[config.mk]
export PLATFORM = sky130hd
export DESIGN_NAME = thread_sched
export DESIGN_NICKNAME = d
export VERILOG_FILES = /design/src/rtl/thread_sched_pkg.sv /design/src/rtl/thread_sched_rr_arbiter.sv /design/src/rtl/thread_sched.sv
export SDC_FILE = /design/constraint.sdc
export NUM_CORES = 1
export LEC_CHECK = 0
export ABC_AREA = 0
export CAP_MARGIN = 30
export CORE_MARGIN = 8
export CORE_UTILIZATION = 30
export CTS_CLUSTER_SIZE = 8
export DETAILED_ROUTE_END_ITERATION = 8
export GPL_ROUTABILITY_DRIVEN = 0
export PLACE_DENSITY = 0.73
export SYNTH_ARGS = -nofsm -noshare
export SYNTH_HDL_FRONTEND = slang
export SYNTH_SLANG_ARGS = --single-unit
[constraint.sdc]
create_clock -name clk -period 3.65 [get_ports clk]
set_input_delay 0.5475 -clock clk [delete_from_list [all_inputs] [get_ports clk]]
set_output_delay 0.5475 -clock clk [all_outputs]
set_load 0.01 [all_outputs]
[src/rtl/thread_sched_pkg.sv]
// Shared types for the barrel thread scheduler: per-thread state encoding
// and the shortest select delay line the core pipeline can use.
package thread_sched_pkg;

    typedef enum logic [1:0] {
        OFF   = 2'b00,
        READY = 2'b01,
        WAIT  = 2'b10
    } thread_state_e;

    localparam int MIN_PIPE_DEPTH = 3;

endpackage

[src/rtl/thread_sched_rr_arbiter.sv]
// One-hot rotating-priority arbiter: the request just after the last grant
// wins; no requests gives an all-zero grant.
module rr_arbiter #(
    parameter int N = 4
) (
    input  logic [N-1:0] req_i,
    input  logic [N-1:0] last_i,
    output logic [N-1:0] grant_o
);

    localparam int IW = (N > 1) ? $clog2(N) : 1;

    int            last_idx;
    logic [IW-1:0] idx;
    logic          found;

    always_comb begin
        grant_o  = '0;
        last_idx = N - 1;
        idx      = '0;
        found    = 1'b0;
        for (int i = 0; i < N; i++) begin
            if (last_i[i]) last_idx = i;
        end
        // Walk the ring starting one past the previous winner.
        for (int off = 1; off <= N; off++) begin
            idx = IW'((last_idx + off) % N);
            if (!found && req_i[idx]) begin
                grant_o[idx] = 1'b1;
                found        = 1'b1;
            end
        end
    end

endmodule

[src/rtl/thread_sched.sv]
// Barrel thread scheduler: per-thread OFF/READY/WAIT tracking, round-robin
// fetch select and a select delay line to WB. THREAD_SCHED_PERF_EN builds issue counters.
module thread_sched
    import thread_sched_pkg::*;
#(
    parameter int NUM_THREADS = 4,
    parameter int PIPE_DEPTH  = 5,
    parameter int CNT_WIDTH   = 32
) (
    input  logic                             clk,
    input  logic                             reset,
    input  logic [NUM_THREADS-1:0]           thread_en,
    input  logic                             stall,
    input  logic                             wait_set,
    input  logic [NUM_THREADS-1:0]           wait_thread,
    input  logic [NUM_THREADS-1:0]           wait_done,
    output logic [NUM_THREADS-1:0]           thread_sel_IF,
    output logic [NUM_THREADS-1:0]           thread_sel_ID,
    output logic [NUM_THREADS-1:0]           thread_sel_WB,
    output logic                             issue_valid,
    output logic [2*NUM_THREADS-1:0]         thread_state,
    output logic [NUM_THREADS*CNT_WIDTH-1:0] issue_cnt
);

    if (PIPE_DEPTH < MIN_PIPE_DEPTH) begin : g_depth_chk
        $error("thread_sched: PIPE_DEPTH below minimum");
    end

    localparam logic [NUM_THREADS-1:0] LAST_RST = NUM_THREADS'(1) << (NUM_THREADS - 1);

    thread_state_e          state_q [NUM_THREADS];
    thread_state_e          state_d [NUM_THREADS];
    logic [NUM_THREADS-1:0] park;
    logic [NUM_THREADS-1:0] eligible;
    logic [NUM_THREADS-1:0] grant;
    logic [NUM_THREADS-1:0] last_q;
    logic [NUM_THREADS-1:0] sel_pipe_q [PIPE_DEPTH];

    // A thread parked this edge must not also be chosen for fetch.
    always_comb begin
        park     = '0;
        eligible = '0;
        for (int i = 0; i < NUM_THREADS; i++) begin
            park[i]     = wait_set && wait_thread[i] && !stall && (state_q[i] == READY);
            eligible[i] = thread_en[i] && (state_q[i] == READY) && !park[i];
        end
    end

    always_comb begin
        for (int i = 0; i < NUM_THREADS; i++) begin
            state_d[i] = state_q[i];
            if (!thread_en[i]) begin
                state_d[i] = OFF;
            end else begin
                case (state_q[i])
                    OFF:     state_d[i] = READY;
                    READY:   if (park[i]) state_d[i] = WAIT;
                    WAIT:    if (wait_done[i]) state_d[i] = READY;
                    default: state_d[i] = OFF;
                endcase
            end
        end
    end

    always_ff @(posedge clk or posedge reset) begin
        if (reset) begin
            for (int i = 0; i < NUM_THREADS; i++) state_q[i] <= OFF;
        end else begin
            for (int i = 0; i < NUM_THREADS; i++) state_q[i] <= state_d[i];
        end
    end

    rr_arbiter #(
        .N(NUM_THREADS)
    ) u_arb (
        .req_i  (eligible),
        .last_i (last_q),
        .grant_o(grant)
    );

    // Bubbles leave the rotation pointer alone.
    always_ff @(posedge clk or posedge reset) begin
        if (reset) begin
            last_q <= LAST_RST;
            for (int k = 0; k < PIPE_DEPTH; k++) sel_pipe_q[k] <= '0;
        end else if (!stall) begin
            if (|grant) last_q <= grant;
            sel_pipe_q[0] <= grant;
            for (int k = 1; k < PIPE_DEPTH; k++) sel_pipe_q[k] <= sel_pipe_q[k-1];
        end
    end

    assign thread_sel_IF = sel_pipe_q[0];
    assign thread_sel_ID = sel_pipe_q[1];
    assign thread_sel_WB = sel_pipe_q[PIPE_DEPTH-1];
    assign issue_valid   = |sel_pipe_q[0];

    always_comb begin
        thread_state = '0;
        for (int i = 0; i < NUM_THREADS; i++) thread_state[2*i +: 2] = state_q[i];
    end

`ifdef THREAD_SCHED_PERF_EN
    logic [CNT_WIDTH-1:0] cnt_q [NUM_THREADS];

    always_ff @(posedge clk or posedge reset) begin
        if (reset) begin
            for (int i = 0; i < NUM_THREADS; i++) cnt_q[i] <= '0;
        end else if (!stall) begin
            for (int i = 0; i < NUM_THREADS; i++) begin
                if (grant[i]) cnt_q[i] <= cnt_q[i] + CNT_WIDTH'(1);
            end
        end
    end

    always_comb begin
        issue_cnt = '0;
        for (int i = 0; i < NUM_THREADS; i++) issue_cnt[i*CNT_WIDTH +: CNT_WIDTH] = cnt_q[i];
    end
`else
    assign issue_cnt = '0;
`endif

endmodule

==> impl_metrics.csv, run 1 <==
group,metric,value,unit
power,pwr-share-clk,18.5,%
timing,min_period,2790,ps
power,p_int,1.07,mW
global_route,grt.total_usage,7.59,%
drt,first_iter_violations,31,
power,ir_worst_vdd,0.266,mV
clocking,postCtsHoldBufs,0,
floorplan,die_h,113,µm
worst_hold_path,hp-class,"flop to flop",
final_layout,areaGrowthSynthToFinish,0.882,%
timing,setup_viol,0,
floorplan,die_area,0.0128,mm²
floorplan,die_w,113,µm
timing,finalHoldViolCount,0,
synth,syn-cell-area,0.00284,mm²
setup_path,arrival,2980,ps
placement,post-dp-hpwl,4270,µm
final_layout,drive_gt1_share,11.2,%
power,swShare,39.8,%
global_route,grt_max_degree,33,
placement,placement.io_buffers,36,
timing,fmax,0.359,GHz
run,maxCapViolCount,0,
setup_path,required,3850,ps
timing,rsz0062_at_grt,"no",
drt,route.vias.total,1690,
synth,avgSynthCellArea,9.42,µm²
clocking,clock-sinks,32,
synth,yosysWarnings,0,
global_route,grt_pass1_vias,1856,
power,power.switching,0.711,mW
power,finalPower,1.78,mW
status,status,"complete, no violations",
synth,yosys.area.top_type_share,37.1,%
power,p_leak,1.42,nW
final_layout,antenna_cells,0,
timing,tns,0,ps
clocking,cts_buffers,5,
synth,synthTopCellsByArea,"buf_4 37%, dfrtp_1 27%, mux2_2 4.8%",
synth,yosys_most_used_dff,"dfrtp_1",
placement,dpl_cell_area,0.00275,mm²
clocking,cts_tree,"done",
timing,drv_slew,0,
power,seq_power_share,29.3,%
power,pwr-share-comb,52.1,%
clocking,cts_setup_buffers,0,
clocking,cts_root_buffer,"clkbuf_8",
synth,synth_edf_count,0,
timing,whs,496,ps
drt,wl_per_cell,11.5,µm
setup_path,startpoint_type,"flop",
setup_path,end_kind,"flop",
synth,syn_inst,301,
clocking,ctsLongestPathBuffers,2,
drt,wl,5070,µm
synth,yosysTopAreaCell,"buf_4",
clocking,clk_latency,280,ps
final_layout,design_area,0.00286,mm²
global_route,grt_antenna_before_repair,0,
synth,yosysSeqAreaShare,28.3,%
clocking,cts_resized,0,
drt,firstDrtPassIters,4,
synth,synth-seq-cells,32,
clocking,htreeDepth,2,
setup_path,crit_type,"flop to flop",
floorplan,ioPinCount,165,
power,power.density,624,mW/mm²
drt,drc,0,
drt,drt-vias-per-instance,3.83,
synth,async_reset_ff_share,100,%
drt,route.antenna.remaining_nets,0,
setup_path,path_max_fanout,10,
floorplan,initial_core_util,30.8,%
synth,ys_types,45,
timing,fin_skew,6.10,ps
clocking,clk_pin_slew,70,ps
final_layout,layout_common_cells,"128 x conb_1, 36 x clkdlybuf4s50_1, 31 x dfrtp_1",
final_layout,final_net_count,352,
floorplan,rows,35,
global_route,grt_pass1_wl,8200,µm
final_layout,final_common_cell,"conb_1",
global_route,grt_overflow,0,
timing,min_period_over_period,76.4,%
floorplan,core,0.00920,mm²
power by group through the flow:
stage          sequential [mW]  combinational (mW)  clock [mW]
3_5_place_dp             0.532               0.933           0
6_report                 0.523               0.931       0.331
3_3_place_gp             0.524               0.906           0
4_1_cts                  0.526               0.934       0.342
2_1_floorplan            0.520               0.831           0
5_1_grt                  0.538                1.02       0.353
layout make-up:
class / instances / area [µm²]
fill: 959 / 6330
multi-input combinational: 238 / 1390
sequential: 32 / 802
timing repair buffer: 38 / 375
tap: 111 / 139
clock buffer: 6 / 72.6
inverter: 14 / 52.6
clock inverter: 2 / 35.0
Yosys cell counts, types with 2 or more instances:
cell	count
o21ai_0	4
nand2_1	16
o22ai_1	4
nor2_1	3
o21ai_1	4
a31o_1	2
buf_4	140
clkbuf_1	3
and3_1	2
nand2b_1	4
ha_1	7
mux2i_1	6
nand3b_1	4
nor3_1	4
mux2_2	12
mux4_2	2
a31oi_1	5
dfrtp_1	31
a21oi_1	2
nand3_1	3
a221oi_2	4
nor2b_1	3
inv_1	14
per-stage QoR:
stage / std cells / util, % / worst slack, ps
floorplan: 428 / - / 1130
global placement: 433 / 29.9 / 721
detailed placement: 433 / 29.9 / 622
CTS: 441 / 31.1 / 845
global route: 441 / 31.1 / 666
finish: 441 / 31.1 / 862
state kept, by name, summed over array words and instances, names as in the netlist:
name and cells:
thread_sel_WB 4, thread_sel_IF 4, thread_sel_ID 4, last_q 4, thread_state 8, sel_pipe_q 8
per-layer routing:
metal / track usage, % / wire, µm
met1: 7.94 / 2030
met5: 0 / 0
met2: 14.0 / 2590
met4: 4.00 / 92
met3: 1.49 / 357
logic make-up after synthesis:
family | after synthesis | share of synthesized area (%)
buffers and inverters | 158 | 39.7
AND/OR/NAND/NOR | 50 | 10.8
AO/OA/AOI/OAI | 33 | 9.57
flip-flops | 32 | 28.3
multiplexers | 20 | 8.47
adder cells (fa/ha/maj) | 7 | 3.09
other | 1 | 0.132
worst max-delay path, stage by stage (launching register included):
cell and delay [ps]:
dfrtp_1 410, nor2b_1 140, o21a_1 290, ha_1 450, mux4_2 620, nand2_1 110
o21ai_1 70, a221oi_2 320, a31oi_1 140, o22ai_1 150
worst paths after layout:
check                          startpoint              end  slack, ps  depth (start not counted)
setup / recovery                last_q[0]        last_q[1]        860                          9
hold / removal             sel_pipe_q[10]    sel_pipe_q[6]        500                          1
setup reg to reg                last_q[0]        last_q[1]        860                          9
hold reg to reg            sel_pipe_q[10]    sel_pipe_q[6]        500                          1
max in group asynchronous           reset        last_q[3]       2660                          3
min in group asynchronous           reset  thread_state[7]        650                          3
Note: power is estimated with default switching activity, not from simulation.
==> run 2: changes to the inputs <==
PLACE_DENSITY = 0.76   (was 0.73)
clock period = 2.4 ns   (was 3.65 ns; I/O delays follow)
==> impl_metrics.csv, run 2 (same netlist as run 1, synthesis figures left out) <==
group,metric,value,unit
drt,first_iter_violations,74,
clocking,ctsLongestPathBuffers,2,
final_layout,final_net_count,379,
power,swShare,38.9,%
final_layout,fillers,922,
clocking,clk_pin_slew,70,ps
setup_path,critPathCapture,"last_q[0]",
floorplan,core,0.00920,mm²
timing,finalHoldViolCount,0,
timing,fmax,0.405,GHz
setup_path,reg2reg_depth,9,
clocking,htreeDepth,2,
status,status,"finished, violations left",
timing,min_period_over_period,103,%
timing,setup_viol,8,
drt,firstDrtPassIters,4,
global_route,grt_antenna_before_repair,0,
power,ir_worst_vdd,0.549,mV
setup_path,reg2reg_slack,-70,ps
worst_hold_path,hp-class,"input pin to asynchronous set/reset pin",
power,pwr-share-comb,60.5,%
power,power.density,1060,mW/mm²
status,violations,"negative setup slack",
floorplan,die_w,113,µm
floorplan,initial_core_util,30.8,%
clocking,cts_buffers,5,
final_layout,layout_common_cells,"128 x conb_1, 34 x clkdlybuf4s50_1, 30 x dfrtp_1",
setup_path,cp-startpoint,"last_q[0]",
final_layout,final_common_cell,"conb_1",
global_route,grt.total_usage,8.34,%
power,finalPower,3.33,mW
setup_path,path_max_fanout,8,
global_route,grt_pass1_vias,2006,
timing,rsz0062_at_grt,"yes",
clocking,cts_tree,"done",
setup_path,required,2560,ps
drt,drc,0,
power,power.switching,1.30,mW
timing,finalWorstSetupSlack,-66.2,ps
setup_path,startpoint_type,"flop",
timing,fin_skew,2.23,ps
final_layout,final_util,34.3,%
setup_path,crit_type,"flop to flop",
final_layout,antenna_cells,0,
final_layout,areaGrowthSynthToFinish,11.1,%
run,maxCapViolCount,0,
global_route,grt_overflow,0,
drt,wl_per_cell,12.0,µm
power,p_int,2.03,mW
floorplan,ioPinCount,165,
timing,whs,461,ps
clocking,cts_root_buffer,"clkbuf_8",
floorplan,die_h,113,µm
drt,route.vias.total,1814,
setup_path,r2r-start,"last_q[0]",
global_route,grt_pass1_wl,8990,µm
placement,placement.io_buffers,36,
clocking,clock-sinks,32,
floorplan,die_area,0.0128,mm²
setup_path,worstReg2RegEnd,"last_q[0]",
floorplan,rows,35,
timing,drv_slew,0,
final_layout,drive_gt1_share,21.0,%
global_route,grt_max_degree,33,
final_layout,multi_input_area,0.00147,mm²
power,p_leak,1.57,nW
placement,place_ws,-394,ps
drt,wl,5640,µm
power,pwr-share-clk,15.3,%
setup_path,end_kind,"flop",
drt,route.antenna.remaining_nets,0,
final_layout,regArea,803,µm²
setup_path,arrival,2630,ps
drt,drt-vias-per-instance,3.88,
placement,post-dp-hpwl,4530,µm
timing,tns,-277,ps
timing,min_period,2470,ps
power,seq_power_share,24.2,%
clocking,clk_latency,280,ps
run 2: cell count changes in the layout (fill, tap and decap cells not counted), sizes merged:
cell	previous run	this run
dlygate4sd2	0	2
buf	2	29
clkdlybuf4s50	36	34
clkbuf	6	5
clkinvlp	0	1
run 2: power by group through the flow:
stage | Sequential, mW | Combinational (mW) | Clock (mW)
floorplan | 0.791 | 1.30 | 0
global placement | 0.793 | 1.67 | 0
detailed placement | 0.805 | 1.73 | 0
CTS | 0.800 | 1.91 | 0.523
global route | 0.826 | 2.17 | 0.548
finish | 0.804 | 2.01 | 0.509
run 2: worst min path at each step:
stage / from / endpoint / cells after the start
3_3_place_gp: sel_pipe_q[8] / sel_pipe_q[4] / 1
5_1_grt: reset / sel_pipe_q[8] / 3
3_5_place_dp: sel_pipe_q[4] / sel_pipe_q[4] / 1
4_1_cts: reset / thread_state[5] / 3
2_1_floorplan: thread_en[2] / thread_state[5] / 2
6_report: reset / thread_state[0] / 3
run 2: per-layer routing:
| metal | wire [µm] | track usage (%) | share of wire [%] |
|---|---|---|---|
| met5 | 0 | 0 | 0 |
| met4 | 91 | 3.73 | 1.6 |
| met3 | 470 | 2.13 | 8.3 |
| met2 | 2940 | 15.6 | 52 |
| met1 | 2140 | 8.55 | 38 |
run 2: stage by stage:
step / cell area, µm² / instances
final: 3150 / 468
after global routing: 3150 / 468
after CTS: 3110 / 467
after detailed placement: 2930 / 454
after global placement: 2930 / 454
after floorplan: 3330 / 428
run 2: layout make-up:
cell class / instances / area share, %
tap: 111 / 4.41
multi-input combinational: 238 / 46.5
clock inverter: 3 / 1.35
sequential: 32 / 25.5
inverter: 14 / 1.67
timing repair buffer: 65 / 18.4
clock buffer: 5 / 2.18
run 2: critical path: stages (launching register included):
cell	delay [ps]
dfrtp_1	380
nor2b_4	120
o21a_2	220
ha_4	280
mux4_2	610
nand2_1	140
o21ai_2	60
a221oi_2	290
buf_4	180
o22ai_1	60
run 2: what timing repair did:
action / CTS / global route
hold buffers: 0 / 0
endpoints found under the hold margin: 0 / 0
buffers inserted: 5 / 1
gates resized for setup: 10 / 7
endpoints found under the setup margin: 8 / 8
pin swaps: 4 / 5
==> run 3: changes to the inputs <==
CORE_UTILIZATION = 36   (was 30)
CTS_BUF_LIST = sky130_fd_sc_hd__clkbuf_4 sky130_fd_sc_hd__clkbuf_8   (was not set)
PLACE_DENSITY = 0.87   (was 0.76)
==> impl_metrics.csv, run 3 (same netlist as run 1, synthesis figures left out) <==
group,metric,value,unit
setup_path,startpoint_type,"flop",
clocking,clk_pin_slew,70,ps
final_layout,final_common_cell,"conb_1",
clocking,ctsLongestPathBuffers,2,
setup_path,critPathBufInv,1,
floorplan,die_area,0.0110,mm²
timing,fmax,0.398,GHz
power,p_leak,1.59,nW
final_layout,drive_gt1_share,21.3,%
run,maxCapViolCount,0,
drt,wl_per_cell,12.5,µm
global_route,grt_pass1_wl,9360,µm
clocking,htreeDepth,2,
worst_hold_path,hp-class,"input pin to asynchronous set/reset pin",
floorplan,die_h,105,µm
final_layout,areaGrowthSynthToFinish,12.1,%
clocking,clk_latency,290,ps
drt,firstDrtPassIters,4,
setup_path,crit_chain,"inv_2, o21a_4, ha_4, mux4_2, nand2_2, o21ai_4, a221oi_4, a31oi_1, o22ai_1",
global_route,grt_antenna_before_repair,0,
timing,finalWorstSetupSlack,-110,ps
setup_path,r2r-start,"last_q[3]",
final_layout,finalNonFillerCells,459,
timing,setup_viol,8,
clocking,cts_tree,"done",
clocking,clock-sinks,32,
floorplan,die_w,105,µm
drt,wl,5720,µm
drt,drc,0,
timing,min_period,2510,ps
final_layout,final_net_count,379,
setup_path,arrival,2720,ps
final_layout,antenna_cells,0,
setup_path,slowest_stage,"mux4_2",
clocking,postCtsHoldBufs,0,
floorplan,core,0.00769,mm²
placement,placement.io_buffers,36,
timing,finalHoldViolCount,0,
power,ir_worst_vdd,0.364,mV
setup_path,critPathTopFamily,"compound AO/OA/AOI/OAI gates",
drt,route.vias.total,1828,
final_layout,layout_common_cells,"128 x conb_1, 32 x clkdlybuf4s50_1, 30 x dfrtp_1",
floorplan,initial_core_util,36.9,%
global_route,grt_pass1_vias,2039,
drt,drt-vias-per-instance,3.98,
setup_path,end_kind,"flop",
status,status,"finished, violations left",
global_route,grt.total_usage,10.2,%
final_layout,final_util,41.4,%
timing,tns,-568,ps
final_layout,fillers,722,
status,violations,"negative setup slack",
floorplan,ioPinCount,165,
timing,fin_skew,7.48,ps
setup_path,crit_type,"flop to flop",
timing,min_period_over_period,105,%
global_route,grt_max_degree,33,
timing,rsz0062_at_grt,"yes",
floorplan,rows,32,
drt,route.antenna.remaining_nets,0,
clocking,cts_buffers,5,
placement,dp.cells,444,
power,power.density,1070,mW/mm²
setup_path,cp-startpoint,"last_q[3]",
clocking,cts_root_buffer,"clkbuf_8",
setup_path,required,2610,ps
global_route,grt_overflow,0,
placement,post-dp-hpwl,4510,µm
setup_path,path_max_fanout,8,
timing,drv_slew,0,
drt,first_iter_violations,68,
setup_path,critical-path-max-stage-delay,610,ps
==> run 3: path summary, 6_finish.rpt <==
kind | end | slack (ps) | cells past startpoint
worst max register to register | last_q[2] | -110 | 9
worst max-delay path | last_q[2] | -110 | 9
worst min-delay path | thread_state[5] | 450 | 3
worst min register to register | thread_sel_WB[1] | 500 | 1
max in group asynchronous | last_q[3] | 1620 | 3
min in group clk | thread_state[0] | 470 | 4
==> run 3: per-layer routing <==
layer	track usage (%)	wire, µm	vias up
li1	-	-	844
met2	18.1	3000	104
met4	5.71	139	0
met3	3.69	396	7
met5	0	0	-
met1	10.2	2190	873
==> run 3: metrics by stage <==
stage          total power, mW  worst slack (ps)  area, µm²  hold slack [ps]
3_5_place_dp              2.45              -406       2910              490
5_1_grt                   3.62              -194       3180              488
2_1_floorplan             2.09              7.87       3330              468
3_3_place_gp              2.38              -337       2910              483
4_1_cts                   3.23             -14.1       3120              470
6_report                  3.39              -110       3180              450
==> run 3: where the power goes <==
part	total [mW]	switching (mW)	internal [mW]
logic	2.02	1.01	1.01
registers	0.808	0.105	0.703
clock network	0.568	0.202	0.366
total	3.39	1.31	2.08
==> run 3: layout make-up <==
cell class                      instances  area (µm²)  share of cell area, %
Clock buffer                            7        96.3                   3.03
Clock inverter                          1        30.0                  0.944
Inverter                               14        52.6                   1.65
Multi-Input combinational cell        238        1490                   46.7
Sequential cell                        32         803                   25.3
Tap cell                              102         128                   4.01
Timing Repair Buffer                   65         584                   18.4
==> run 3: what timing repair did <==
action | CTS | global route
hold endpoints to repair | 0 | 0
gates resized for setup | 14 | 9
buffers inserted | 5 | 2
pin swaps | 9 | 14
setup endpoints to repair | 7 | 8
==> run 3: worst reg2reg max path, cell delays in order (launching register included) <==
cell and delay, ps:
dfstp_2 540, inv_2 60, o21a_4 120, ha_4 270, mux4_2 610, nand2_2 150, o21ai_4 80, a221oi_4 290
a31oi_1 160, o22ai_1 150
